==> config.mk <==
export PLATFORM = sky130hd
export DESIGN_NAME = fetch_stage_flat
export DESIGN_NICKNAME = d
export VERILOG_FILES = /design/src/rtl/cpu_pkg.sv /design/src/rtl/fetch_stage_if.sv /design/src/rtl/pc_reg.sv /design/src/rtl/fetch_stage.sv /design/src/flat_wrapper.sv
export SDC_FILE = /design/constraint.sdc
export NUM_CORES = 1
export LEC_CHECK = 0
export ABC_AREA = 1
export CORE_MARGIN = 2
export CORE_UTILIZATION = 46
export DETAILED_ROUTE_END_ITERATION = 10
export PLACE_DENSITY = 0.72
export REMOVE_ABC_BUFFERS = 1
export SETUP_SLACK_MARGIN = 0.1
export SKIP_LAST_GASP = 1
export SYNTH_ARGS = -nofsm -noshare
export SYNTH_HDL_FRONTEND = slang
export SYNTH_HIERARCHICAL = 1
export SYNTH_SLANG_ARGS = --single-unit
==> constraint.sdc <==
create_clock -name clk -period 1.4 [get_ports clk]
set_input_delay 0.21 -clock clk [delete_from_list [all_inputs] [get_ports clk]]
set_output_delay 0.21 -clock clk [all_outputs]
set_load 0.03 [all_outputs]
==> src/rtl/cpu_pkg.sv <==
// Shared CPU definitions: opcode encoding, fetch FSM states and default widths.
package cpu_pkg;

    localparam int unsigned CPU_DATA_W = 16;
    localparam int unsigned CPU_PC_W   = 10;
    localparam int unsigned OP_W       = 3;

    typedef enum logic [OP_W-1:0] {
        OP_NOP  = 3'b000,
        OP_ADD  = 3'b001,
        OP_SUB  = 3'b010,
        OP_AND  = 3'b011,
        OP_LDM  = 3'b100,
        OP_IADD = 3'b101,
        OP_JMP  = 3'b110,
        OP_HLT  = 3'b111
    } opcode_e;

    typedef enum logic {
        S_FETCH = 1'b0,
        S_IMM   = 1'b1
    } state_e;

    // Opcodes whose word is followed by a 16-bit immediate word.
    function automatic logic is_imm_op(input logic [OP_W-1:0] op);
        return (op == OP_LDM) || (op == OP_IADD);
    endfunction

endpackage

==> src/rtl/fetch_stage_if.sv <==
// Fetch-stage bus: instruction-memory port, pipeline control and IF/ID outputs.
interface fetch_stage_if
    import cpu_pkg::*;
#(
    parameter int unsigned DATA_W = CPU_DATA_W,
    parameter int unsigned PC_W   = CPU_PC_W
);
    logic [PC_W-1:0]   imem_addr;
    logic [DATA_W-1:0] imem_rdata;
    logic              stall;
    logic              redirect_en;
    logic [PC_W-1:0]   redirect_pc;
    logic [DATA_W-1:0] if_instr;
    logic [DATA_W-1:0] if_imm;
    logic [PC_W-1:0]   if_pc;
    logic              if_valid;
    logic [OP_W-1:0]   if_opcode;

    modport master (
        output imem_addr, if_instr, if_imm, if_pc, if_valid, if_opcode,
        input  imem_rdata, stall, redirect_en, redirect_pc
    );

    modport slave (
        input  imem_addr, if_instr, if_imm, if_pc, if_valid, if_opcode,
        output imem_rdata, stall, redirect_en, redirect_pc
    );
endinterface

==> src/rtl/pc_reg.sv <==
// Program counter: reset > redirect > stall > increment (wraps modulo 2^PC_W).
module pc_reg #(
    parameter int unsigned    PC_W     = 10,
    parameter logic [PC_W-1:0] RESET_PC = '0
) (
    input  logic            clk,
    input  logic            rst,
    input  logic            redirect_en_i,
    input  logic [PC_W-1:0] redirect_pc_i,
    input  logic            stall_i,
    output logic [PC_W-1:0] pc_o
);
    logic [PC_W-1:0] pc_q;
    logic [PC_W-1:0] pc_d;

    always_comb begin
        pc_d = pc_q;
        if (redirect_en_i) begin
            pc_d = redirect_pc_i;
        end else if (!stall_i) begin
            pc_d = pc_q + PC_W'(1);
        end
    end

    always_ff @(posedge clk) begin
        if (rst) begin
            pc_q <= RESET_PC;
        end else begin
            pc_q <= pc_d;
        end
    end

    assign pc_o = pc_q;
endmodule

==> src/rtl/fetch_stage.sv <==
// Instruction fetch plus IF/ID register; assembles opcode+immediate word pairs.
module fetch_stage
    import cpu_pkg::*;
#(
    parameter int unsigned DATA_W   = CPU_DATA_W,
    parameter int unsigned PC_W     = CPU_PC_W,
    parameter int unsigned RESET_PC = 0
) (
    input  logic          clk,
    input  logic          rst,
    fetch_stage_if.master bus
);
    logic [PC_W-1:0]   pc;
    logic [DATA_W-1:0] word_c;
    logic [OP_W-1:0]   word_op_c;
    logic [OP_W-1:0]   hold_op_c;

    state_e            state_q;
    logic [DATA_W-1:0] hold_q;
    logic [PC_W-1:0]   hold_pc_q;
    logic [DATA_W-1:0] if_instr_q;
    logic [DATA_W-1:0] if_imm_q;
    logic [PC_W-1:0]   if_pc_q;
    logic              if_valid_q;
    logic [OP_W-1:0]   if_opcode_q;

    pc_reg #(
        .PC_W     (PC_W),
        .RESET_PC (PC_W'(RESET_PC))
    ) u_pc_reg (
        .clk           (clk),
        .rst           (rst),
        .redirect_en_i (bus.redirect_en),
        .redirect_pc_i (bus.redirect_pc),
        .stall_i       (bus.stall),
        .pc_o          (pc)
    );

    assign word_c    = bus.imem_rdata;
    assign word_op_c = word_c[DATA_W-1 -: OP_W];
    assign hold_op_c = hold_q[DATA_W-1 -: OP_W];

    // Fetch FSM and IF/ID register; a redirect squashes any half-built pair.
    always_ff @(posedge clk) begin
        if (rst || bus.redirect_en) begin
            state_q     <= S_FETCH;
            hold_q      <= '0;
            hold_pc_q   <= '0;
            if_instr_q  <= '0;
            if_imm_q    <= '0;
            if_pc_q     <= '0;
            if_valid_q  <= 1'b0;
            if_opcode_q <= OP_NOP;
        end else if (!bus.stall) begin
            case (state_q)
                S_FETCH: begin
                    if (is_imm_op(word_op_c)) begin
                        hold_q      <= word_c;
                        hold_pc_q   <= pc;
                        state_q     <= S_IMM;
                        if_instr_q  <= '0;
                        if_imm_q    <= '0;
                        if_pc_q     <= '0;
                        if_valid_q  <= 1'b0;
                        if_opcode_q <= OP_NOP;
                    end else begin
                        if_instr_q  <= word_c;
                        if_imm_q    <= '0;
                        if_pc_q     <= pc;
                        if_valid_q  <= 1'b1;
                        if_opcode_q <= word_op_c;
                    end
                end
                S_IMM: begin
                    if_instr_q  <= hold_q;
                    if_imm_q    <= word_c;
                    if_pc_q     <= hold_pc_q;
                    if_valid_q  <= 1'b1;
                    if_opcode_q <= hold_op_c;
                    state_q     <= S_FETCH;
                end
                default: state_q <= S_FETCH;
            endcase
        end
    end

    assign bus.imem_addr = pc;
    assign bus.if_instr  = if_instr_q;
    assign bus.if_imm    = if_imm_q;
    assign bus.if_pc     = if_pc_q;
    assign bus.if_valid  = if_valid_q;
    assign bus.if_opcode = if_opcode_q;
endmodule

==> src/flat_wrapper.sv <==
// flat-port wrapper written by rule: the top's interface ports become plain ports
module fetch_stage_flat import cpu_pkg::*;
#(
    parameter int unsigned DATA_W   = CPU_DATA_W,
    parameter int unsigned PC_W     = CPU_PC_W,
    parameter int unsigned RESET_PC = 0
)
  (clk, rst, bus_imem_addr, bus_if_instr, bus_if_imm, bus_if_pc, bus_if_valid, bus_if_opcode, bus_imem_rdata, bus_stall, bus_redirect_en, bus_redirect_pc);
  fetch_stage_if #(.DATA_W(DATA_W), .PC_W(PC_W)) bus_i ();
  input  logic clk;
  input  logic rst;
  output wire logic [$bits(bus_i.imem_addr)-1:0] bus_imem_addr;
  output wire logic [$bits(bus_i.if_instr)-1:0] bus_if_instr;
  output wire logic [$bits(bus_i.if_imm)-1:0] bus_if_imm;
  output wire logic [$bits(bus_i.if_pc)-1:0] bus_if_pc;
  output wire logic [$bits(bus_i.if_valid)-1:0] bus_if_valid;
  output wire logic [$bits(bus_i.if_opcode)-1:0] bus_if_opcode;
  input wire logic [$bits(bus_i.imem_rdata)-1:0] bus_imem_rdata;
  input wire logic [$bits(bus_i.stall)-1:0] bus_stall;
  input wire logic [$bits(bus_i.redirect_en)-1:0] bus_redirect_en;
  input wire logic [$bits(bus_i.redirect_pc)-1:0] bus_redirect_pc;
  assign bus_imem_addr = bus_i.imem_addr;
  assign bus_if_instr = bus_i.if_instr;
  assign bus_if_imm = bus_i.if_imm;
  assign bus_if_pc = bus_i.if_pc;
  assign bus_if_valid = bus_i.if_valid;
  assign bus_if_opcode = bus_i.if_opcode;
  assign bus_i.imem_rdata = bus_imem_rdata;
  assign bus_i.stall = bus_stall;
  assign bus_i.redirect_en = bus_redirect_en;
  assign bus_i.redirect_pc = bus_redirect_pc;
  fetch_stage #(.DATA_W(DATA_W), .PC_W(PC_W), .RESET_PC(RESET_PC)) u_core (.clk(clk), .rst(rst), .bus(bus_i));
endmodule
==> results.cfg <==
[yosys]
synth_top_area_share_pct = 44.5
synth_largest_area_cell = dfxtp_1
seq_area_frac_synth_pct = 44.5
synthXorXnorAreaFrac_pct = 0.487
synth.avg_cell_area_um2 = 7.06
synth.cells.most_frequent = nand2_1, dfxtp_1, nand3_1
synth_edf_count = 0
synthMuxAreaShare_pct = 0
ys_top_cells_by_area = dfxtp_1, nand2_1, nand3_1
synth.most_common_cell = nand2_1
synth-main-ff-cell = dfxtp_1
ys_warn_count = 6
synth-seq-cells = 80
synth_cell_type_count = 26
syn-cell-area_mm2 = 0.00360
synth-simple-area-share_pct = 32.0
synth_compound_area_share_pct = 11.4
synth-adder-area-share_pct = 0.348
synth_top_family_by_area = simple AND/OR/NAND/NOR gates
async_reset_ff_share_pct = 0
synth_cells = 510

[detailed_routing]
route.layer.met1.wl_um = 4070
ant_nets = 0
first_pass_iters = 4
vias = 3548
drt-initial-drc-count = 209
dr_wl_met2_um = 4230
dr_wl_met3_um = 633
route.final.wire_length_um = 9020
route.detailed.drc = 0
via_per_inst = 4.98
wl_per_cell_um = 12.6
highest_layer = met4

[clock_tree]
postCtsSetupRepairBufs = 0
clockRootBuffer = clkbuf_8
hold_buffers = 0
cts_inserted_buffers = 9
cts_tree = done
clkSinkCount = 80
clock_latency_ns = 0.36
htree_levels = 3
clk_pin_slew_ns = 0.08
cts.path.max_buffers = 2

[layout]
postLayoutCellArea_mm2 = 0.00473
syn2layout_area_growth_pct = 31.5
drive_gt1_share_pct = 21.3
fin_nets = 637
num_antenna_cells = 0
fill_cells = 694
fin_util_pct = 61.9

[sta]
slew_headroom_pct = 67.7
slew_violations = 0
final.min_clock_period_ns = 1.24
finalHoldViolCount = 0
max_freq_mhz = 809
worst_pin_slew_ns = 0.484
finalCritPeriodShare_pct = 88.2
setup_viol = 0
setup_ws_ns = 0.165
finClkSkew_ns = 0.00843
rsz0062_at_grt = false

[global_route]
antenna_found_initial = 0
grtUsageTotal_pct = 21.6
grt_pass1_vias = 3175
grt_pass1_wl_um = 14900
gr-total-overflow = 0
grt_max_degree = 39

[placed_design]
gp_congestion = 0.802
place_ws_ns = -0.116
portBuffers = 85
place_hpwl_um = 6160
placed_cell_area_mm2 = 0.00470

[critical_path]
arrival_ns = 1.03
path_class = reg2out
cp_slowest_cell = dfxtp_1
required_ns = 1.19
crit_path_max_incr_delay_ns = 0.37
cpLargestDelayFamily = flip-flops
path_max_fanout = 2
path_cells = clkdlybuf4s15_2
worst_setup_path_start_kind = flop
cp_num_buf_inv = 1
endpoint_kind = output port

[floorplanning]
die_w_um = 92.5
die_y_um = 92.5
initial_core_util_pct = 47.1
die-area_mm2 = 0.00855
boundaryPins = 86
fp.coreArea_mm2 = 0.00765
std_cell_rows = 32

[worst_hold_path]
hold_class = in2reg

[power_and_ir_drop]
power_mw = 4.56
max-vdd-ir-drop_mv = 0.631
powerDensity_mw_per_mm2 = 964
p_leak_nw = 1.96

[outcome]
status = complete, no violations

[flow_run]
max-cap-violations = 0
==> metal layers <==
metal	GRT usage (%)	vias up
met5	0	-
met3	5.61	8
li1	-	1829
met2	36.0	116
met4	5.47	0
met1	27.8	1595
==> layout make-up <==
class                           instances  area [um2]  share of cell area (%)
Clock buffer                            9         124                    2.62
Sequential cell                        80        1610                    34.0
Multi-Input combinational cell        339        1600                    33.8
Clock inverter                          7        53.8                    1.14
Timing Repair Buffer                  118         997                    21.1
Inverter                               58         218                    4.60
Tap cell                              102         128                    2.70
==> cells in the final DEF, fill, tap and decap left out <==
cell / count
nand2_1: 139
nand3_1: 80
dfxtp_1: 77
a21oi_1: 50
inv_1: 45
clkbuf_2: 35
buf_4: 29
clkdlybuf4s50_1: 28
clkdlybuf4s15_2: 19
nor2_1: 18
o21ai_0: 15
o21ai_1: 12
clkbuf_8: 9
inv_2: 8
nand3b_1: 6
nor2_4: 5
clkinv_1: 5
buf_12: 5
inv_6: 3
clkinvlp_4: 3
nand2_2: 3
buf_2: 2
nand4_1: 2
xor2_1: 2
dfxtp_4: 2
clkinv_2: 1
nor2_8: 1
nor2_2: 1
nand3_2: 1
a22o_1: 1
a21oi_2: 1
o211ai_1: 1
ha_2: 1
dfxtp_2: 1
==> flip-flops by register name, summed over array words and instances, names as in the netlist <==
| name | flops |
|---|---|
| u_core/bus.if_imm | 16 |
| u_core/bus.if_instr | 16 |
| u_core/hold_q | 16 |
| u_core/bus.if_pc | 10 |
| u_core/hold_pc_q | 10 |
| u_core/u_pc_reg/pc_o | 10 |
| u_core/bus.if_valid | 1 |
| u_core/state_q | 1 |
==> path summary, 6_finish.rpt <==
| path | end | cells past startpoint | slack, ns | start |
|---|---|---|---|---|
| setup / recovery | bus_if_imm[7] | 1 | 0.16 | u_core/bus.if_imm[7] |
| hold / removal | u_core/bus.if_imm[7] | 3 | 0.27 | bus_stall |
| setup reg to reg | u_core/u_pc_reg/pc_o[4] | 6 | 0.19 | u_core/u_pc_reg/pc_o[0] |
| hold reg to reg | u_core/hold_q[14] | 2 | 0.44 | u_core/hold_q[14] |
==> stage by stage <==
step | std cells | setup TNS, ns | hold slack (ns)
4_1_cts | 713 | -0.0394 | 0.256
6_report | 713 | 0 | 0.268
5_1_grt | 713 | 0 | 0.275
3_5_place_dp | 697 | -3.16 | 0.425
2_1_floorplan | 477 | -37.37 | 0.272
3_3_place_gp | 697 | -1.10 | 0.417
==> power breakdown <==
group,internal (mW),switching [mW]
Clock,0.659,0.917
Sequential,2.32,0.0341
Combinational,0.257,0.374
Total,3.24,1.32
==> logic make-up after synthesis <==
group / after synthesis
and+or+nand+nor: 256
buffers and inverters: 91
AOI/OAI and AO/OA: 80
DFF: 80
xor gates and xnor gates: 2
adders and majority gates: 1
==> timing repair <==
| action | CTS | global route |
|---|---|---|
| setup endpoints to repair | 57 | 40 |
| resized for setup | 128 | 46 |
| pin swaps | 0 | 2 |
Note: power is estimated with default switching activity, not from simulation.
